<file path="config.mk">
export PLATFORM = sky130hd
export DESIGN_NAME = exe_integer
export DESIGN_NICKNAME = d
export VERILOG_FILES = /design/src/rtl/exe_integer.sv
export SDC_FILE = /design/constraint.sdc
export NUM_CORES = 1
export LEC_CHECK = 0
export CAP_MARGIN = 10
export CORE_ASPECT_RATIO = 1.75
export CORE_MARGIN = 1
export CORE_UTILIZATION = 45
export DETAILED_ROUTE_END_ITERATION = 16
export HOLD_SLACK_MARGIN = 0.1
export REMOVE_ABC_BUFFERS = 1
export SYNTH_ARGS = -nofsm -noshare
export SYNTH_HDL_FRONTEND = slang
export SYNTH_SLANG_ARGS = --single-unit
</file>
<file path="constraint.sdc">
create_clock -name clk -period 4.7 [get_ports clk]
set_clock_uncertainty 0.15 [all_clocks]
set_input_delay 0.47 -clock clk [delete_from_list [all_inputs] [get_ports clk]]
set_output_delay 0.47 -clock clk [all_outputs]
set_load 0.02 [all_outputs]
</file>
<file path="src/rtl/exe_integer.sv">
// Integer ALU execution stage: RV32I register/immediate ALU over two stages
// (E1 operand register, E2 result-queue write) feeding an in-order result
// queue that broadcasts on the CDB when the arbiter grants.
module exe_integer #(
   parameter int DEPTH = 4
) (
   input  logic        clk,
   input  logic        reset_n,
   input  logic        kill,
   input  logic        ex_en,
   input  logic [79:0] rs2exe,
   output logic        ready,
   output logic        cdb_req,
   input  logic        cdb_gnt,
   output logic [37:0] cdb_out
);

   localparam int PTR_W = (DEPTH > 1) ? $clog2(DEPTH) : 1;
   localparam int CNT_W = PTR_W + 1;
   localparam logic [CNT_W-1:0] FULL = CNT_W'(DEPTH);

   // Only funct7[5] selects SUB/SRA; the remaining funct7 bits carry no meaning here.
   logic unused_funct7;
   assign unused_funct7 = ^{rs2exe[79], rs2exe[77:73]};

   logic               issue;
   logic               push;
   logic               pop;

   logic               vld_p1;
   logic               alt_p1;
   logic [2:0]         f3_p1;
   logic [5:0]         tag_p1;
   logic [31:0]        opr1_p1;
   logic [31:0]        opr2_p1;
   logic [31:0]        res_p1;

   logic [37:0]        mem_p2 [DEPTH];
   logic [PTR_W-1:0]   wr_ptr;
   logic [PTR_W-1:0]   rd_ptr;
   logic [CNT_W-1:0]   count;

   function automatic logic [31:0] alu(input logic        alt,
                                       input logic [2:0]  f3,
                                       input logic [31:0] a,
                                       input logic [31:0] b);
      logic signed [31:0] sa;
      logic signed [31:0] sb;
      logic [4:0]         sh;
      logic [31:0]        r;
      sa = a;
      sb = b;
      sh = b[4:0];
      case (f3)
         3'b000:  r = alt ? (a - b) : (a + b);
         3'b001:  r = a << sh;
         3'b010:  r = {31'd0, (sa < sb)};
         3'b011:  r = {31'd0, (a < b)};
         3'b100:  r = a ^ b;
         3'b101:  r = alt ? 32'(sa >>> sh) : (a >> sh);
         3'b110:  r = a | b;
         default: r = a & b;
      endcase
      return r;
   endfunction

   // Reserve a queue slot for every instruction already in E1 so an accepted
   // issue can never find the queue full; grant is deliberately not used here.
   assign ready   = (count + CNT_W'(vld_p1)) < FULL;
   assign issue   = ex_en && ready && !kill;
   assign push    = vld_p1 && !kill;
   assign cdb_req = (count != '0) && !kill;
   assign pop     = cdb_req && cdb_gnt;
   assign cdb_out = cdb_req ? mem_p2[rd_ptr] : 38'd0;

   // ---- E1: operand capture ----
   // E1 valid is the only E1 state that needs reset/flush.
   always_ff @(posedge clk or negedge reset_n) begin
      if (!reset_n)
         vld_p1 <= 1'b0;
      else
         vld_p1 <= issue;
   end

   // E1 operands load only on an accepted issue; stale data is masked by vld_p1.
   always_ff @(posedge clk) begin
      if (issue) begin
         alt_p1  <= rs2exe[78];
         f3_p1   <= rs2exe[72:70];
         tag_p1  <= rs2exe[69:64];
         opr1_p1 <= rs2exe[63:32];
         opr2_p1 <= rs2exe[31:0];
      end
   end

   assign res_p1 = alu(alt_p1, f3_p1, opr1_p1, opr2_p1);

   // ---- E2: result queue write ----
   // Queue storage is written at the tail; contents outside count are don't-care.
   always_ff @(posedge clk) begin
      if (push)
         mem_p2[wr_ptr] <= {tag_p1, res_p1};
   end

   // Pointers and occupancy; kill empties the queue and wins over push/pop.
   always_ff @(posedge clk or negedge reset_n) begin
      if (!reset_n) begin
         wr_ptr <= '0;
         rd_ptr <= '0;
         count  <= '0;
      end else if (kill) begin
         wr_ptr <= '0;
         rd_ptr <= '0;
         count  <= '0;
      end else begin
         if (push)
            wr_ptr <= wr_ptr + 1'b1;
         if (pop)
            rd_ptr <= rd_ptr + 1'b1;
         count <= count + CNT_W'(push) - CNT_W'(pop);
      end
   end

endmodule

</file>
==> impl_metrics.env <==
export IMPL_status="finished with violations"
export IMPL_violations="design-rule violations"
export IMPL_cts_buffer_depth=3
export IMPL_wl_per_cell_microns=27.3
export IMPL_crit_path_cell_trace="inv_1 > ha_1 > or4_4 > a2111oi_4 > o211ai_1 > a31oi_2 > o22a_1 > xnor2_1 > o21ai_0"
export IMPL_area_delta_synth_final_pct=14.5
export IMPL_ys_seq_elements=234
export IMPL_synth_edf_count=226
export IMPL_clock_root_buffer="clkbuf_16"
export IMPL_syn_area_sq_mm=0.0178
export IMPL_crit_buf_inv=1
export IMPL_grt_max_degree=79
export IMPL_slew_limit_headroom_pct=28.3
export IMPL_crit_path_end_kind="flop"
export IMPL_max_freq_ghz=0.241
export IMPL_num_rows=96
export IMPL_worst_pin_slew_ps=1080
export IMPL_die_h_microns=265
export IMPL_cts_buffers=24
export IMPL_p_per_area_mw_per_mm2=345
export IMPL_drcViolationCount=5
export IMPL_vias=14900
export IMPL_fillers=3549
export IMPL_cts_hold_buf=1
export IMPL_rsz0062_at_grt="false"
export IMPL_drive_gt1_share_pct=13.2
export IMPL_ant_nets=0
export IMPL_drv_slew=0
export IMPL_track_usage_pct=31.0
export IMPL_yosysSeqAreaShare_pct=39.2
export IMPL_crit_fanout=11
export IMPL_cp_start_kind="flop"
export IMPL_synth_top_flop_cell="edfxtp_1"
export IMPL_overflow=0
export IMPL_hold_viol=0
export IMPL_drt_first_pass_iters=14
export IMPL_gp_congestion=1.05
export IMPL_p_total_w=0.00705
export IMPL_critical_path_max_stage_delay_ps=600
export IMPL_antenna_cells=0
export IMPL_cts_repair_resized=0
export IMPL_yosysWarnings=0
export IMPL_grt_pass1_wl_mm=92.7
export IMPL_cap_viol_max_count=0
export IMPL_grt_pass1_vias=14800
export IMPL_critPathSlowestCell="edfxtp_1"
export IMPL_final_nets=1997
export IMPL_period_share_pct=88.2
export IMPL_initial_core_util_pct=45.6
export IMPL_clk_latency_ps=560
export IMPL_tritoncts="built"
export IMPL_hpwl_mm=47.2
export IMPL_antenna_found_initial=0
export IMPL_synth_async_sr_flop_share_pct=3.42
export IMPL_min_period_ps=4150
export IMPL_cts_max_level=1
export IMPL_worstPathRequired_ps=4820
export IMPL_min_path_type="input port to flop"
export IMPL_synth_distinct_cells=88
export IMPL_routed_wl_mm=63.1
export IMPL_cts_sinks=234
export IMPL_cts_setup_buffers=0
export IMPL_io_buffers=118
export IMPL_avgSynthCellArea_sq_um=10.3
export IMPL_dieArea_sq_mm=0.0405
export IMPL_io_pins=125
export IMPL_netlist_instances=1725
export IMPL_worst_ir_drop_vdd_mv=0.329
export IMPL_vias_per_cell=6.43
export IMPL_fp_dieW_microns=153
export IMPL_stdcell_count=2312
export IMPL_drtIter0Drc=1333
export IMPL_place_inst=2268
export IMPL_p_leak_nw=7.48
export IMPL_clk_pin_slew_worst_paths_ps=70
export IMPL_finalSetupViolCount=0
export IMPL_coreArea_sq_mm=0.0392
export IMPL_finalSetupTns_ps=0
export IMPL_cp_data_arrival_time_ps=4270
export IMPL_path_delay_family="compound AO/OA/AOI/OAI gates"
export IMPL_path_class="flop to flop"
cell families (layout without fill, tap and decap cells):
| logic type | Yosys count | count (layout) | synth area share [%] |
|---|---|---|---|
| buffers and inverters | 238 | 335 | 5.50 |
| AND/OR/NAND/NOR | 455 | 455 | 12.3 |
| flip-flops | 234 | 234 | 39.2 |
| XOR/XNOR | 20 | 20 | 0.982 |
| multiplexers | 161 | 161 | 16.1 |
| adder cells (fa/ha/maj) | 107 | 107 | 7.63 |
| AO/OA/AOI/OAI | 510 | 510 | 18.3 |
final timing paths:
check / start / slack [ps] / to / cells past startpoint
max: opr1_p1[3]$_DFFE_PP_ / 550 / mem_p2[0][23]$_DFFE_PP_ / 9
min: rs2exe[6] / 310 / opr2_p1[6]$_DFFE_PP_ / 1
max reg2reg: opr1_p1[3]$_DFFE_PP_ / 550 / mem_p2[0][23]$_DFFE_PP_ / 9
min reg2reg: tag_p1[3]$_DFFE_PP_ / 360 / mem_p2[0][35]$_DFFE_PP_ / 0
max in group asynchronous: reset_n / 3480 / rd_ptr[1]$_DFFE_PN0P_ / 2
min in group asynchronous: reset_n / 620 / wr_ptr[0]$_DFFE_PN0P_ / 2
worst reg2reg max path, stage by stage (launching register included):
cell       delay, ps
edfxtp_1         600
inv_1            100
ha_1             430
or4_4            600
a2111oi_4        560
o211ai_1         310
a31oi_2          430
o22a_1           230
xnor2_1           60
o21ai_0          400
layout make-up:
type	count	area [sq um]	area share [%]
timing repair buffer	186	1740	8.54
inverter	106	398	1.95
clock buffer	27	612	2.99
clock inverter	16	183	0.894
sequential	234	6990	34.2
tap	490	613	3.00
multi-input combinational	1253	9900	48.4
metrics by stage:
step | setup WS (ps) | instance area (sq um) | util (%) | hold slack [ps]
6_report | 553 | 20400 | 52.2 | 314
3_3_place_gp | 700 | 19600 | 50.1 | 321
5_1_grt | 444 | 20400 | 52.2 | 306
4_1_cts | 588 | 20400 | 52.2 | 287
3_5_place_dp | 639 | 19600 | 50.1 | 341
2_1_floorplan | -639 | 17300 | - | 24.4
registers in the layout, indices dropped and copies added (netlist names):
name and flops:
mem_p2 152, opr1_p1 32, f3_p1 3, opr2_p1 32
rd_ptr 2, tag_p1 6, count 3, vld_p1 1
wr_ptr 2, alt_p1 1
cells in the final DEF, fill, tap and decap left out, drive strengths merged, types with 10 or more instances in the layout:
cell,synthesis,routed
clkbuf,85,27
o221ai,12,12
a21o,12,12
o31ai,14,14
nor4,10,10
o21ai,109,109
nor2b,19,19
o21a,18,18
buf,47,67
nor3,39,39
mux2i,49,49
nand2b,13,13
o211ai,21,21
and3,10,10
a31oi,14,14
ha,104,104
o22ai,12,12
clkdlybuf4s50,0,118
nand2,100,100
nand3,23,23
edfxtp,226,226
mux4,95,95
xnor2,16,16
a21oi,173,173
mux2,17,17
nor2,154,154
a211oi,27,27
and2,47,47
a221oi,10,10
inv,105,109
cell usage after synthesis (all sizes together) (13+ instances only):
cell | number | area (sq um)
a211oi | 27 | 208
a21oi | 173 | 866
a31oi | 14 | 93.8
and2 | 47 | 294
buf | 47 | 265
clkbuf | 85 | 319
edfxtp | 226 | 6790
ha | 104 | 1300
inv | 105 | 394
mux2 | 17 | 191
mux2i | 49 | 503
mux4 | 95 | 2180
nand2 | 100 | 375
nand2b | 13 | 81.3
nand3 | 23 | 115
nor2 | 154 | 578
nor2b | 19 | 119
nor3 | 39 | 200
o211ai | 21 | 158
o21a | 18 | 135
o21ai | 109 | 546
o31ai | 14 | 105
xnor2 | 16 | 140
layer usage:
metal / GRT usage, % / vias to the layer above / share of wire, % / routed length, microns
li1: - / 6697 / - / -
met1: 34.9 / 7334 / 37 / 23200
met2: 55.2 / 624 / 50 / 31600
met3: 2.97 / 200 / 5.2 / 3270
met4: 22.1 / 0 / 7.8 / 4950
met5: 0 / - / 0 / 0
power by group:
part           internal [W]  switching [W]
clock               0.00111       0.000836
sequential          0.00247       0.000106
combinational       0.00105        0.00148
total               0.00463        0.00243
(Power assumes the default switching activity.)
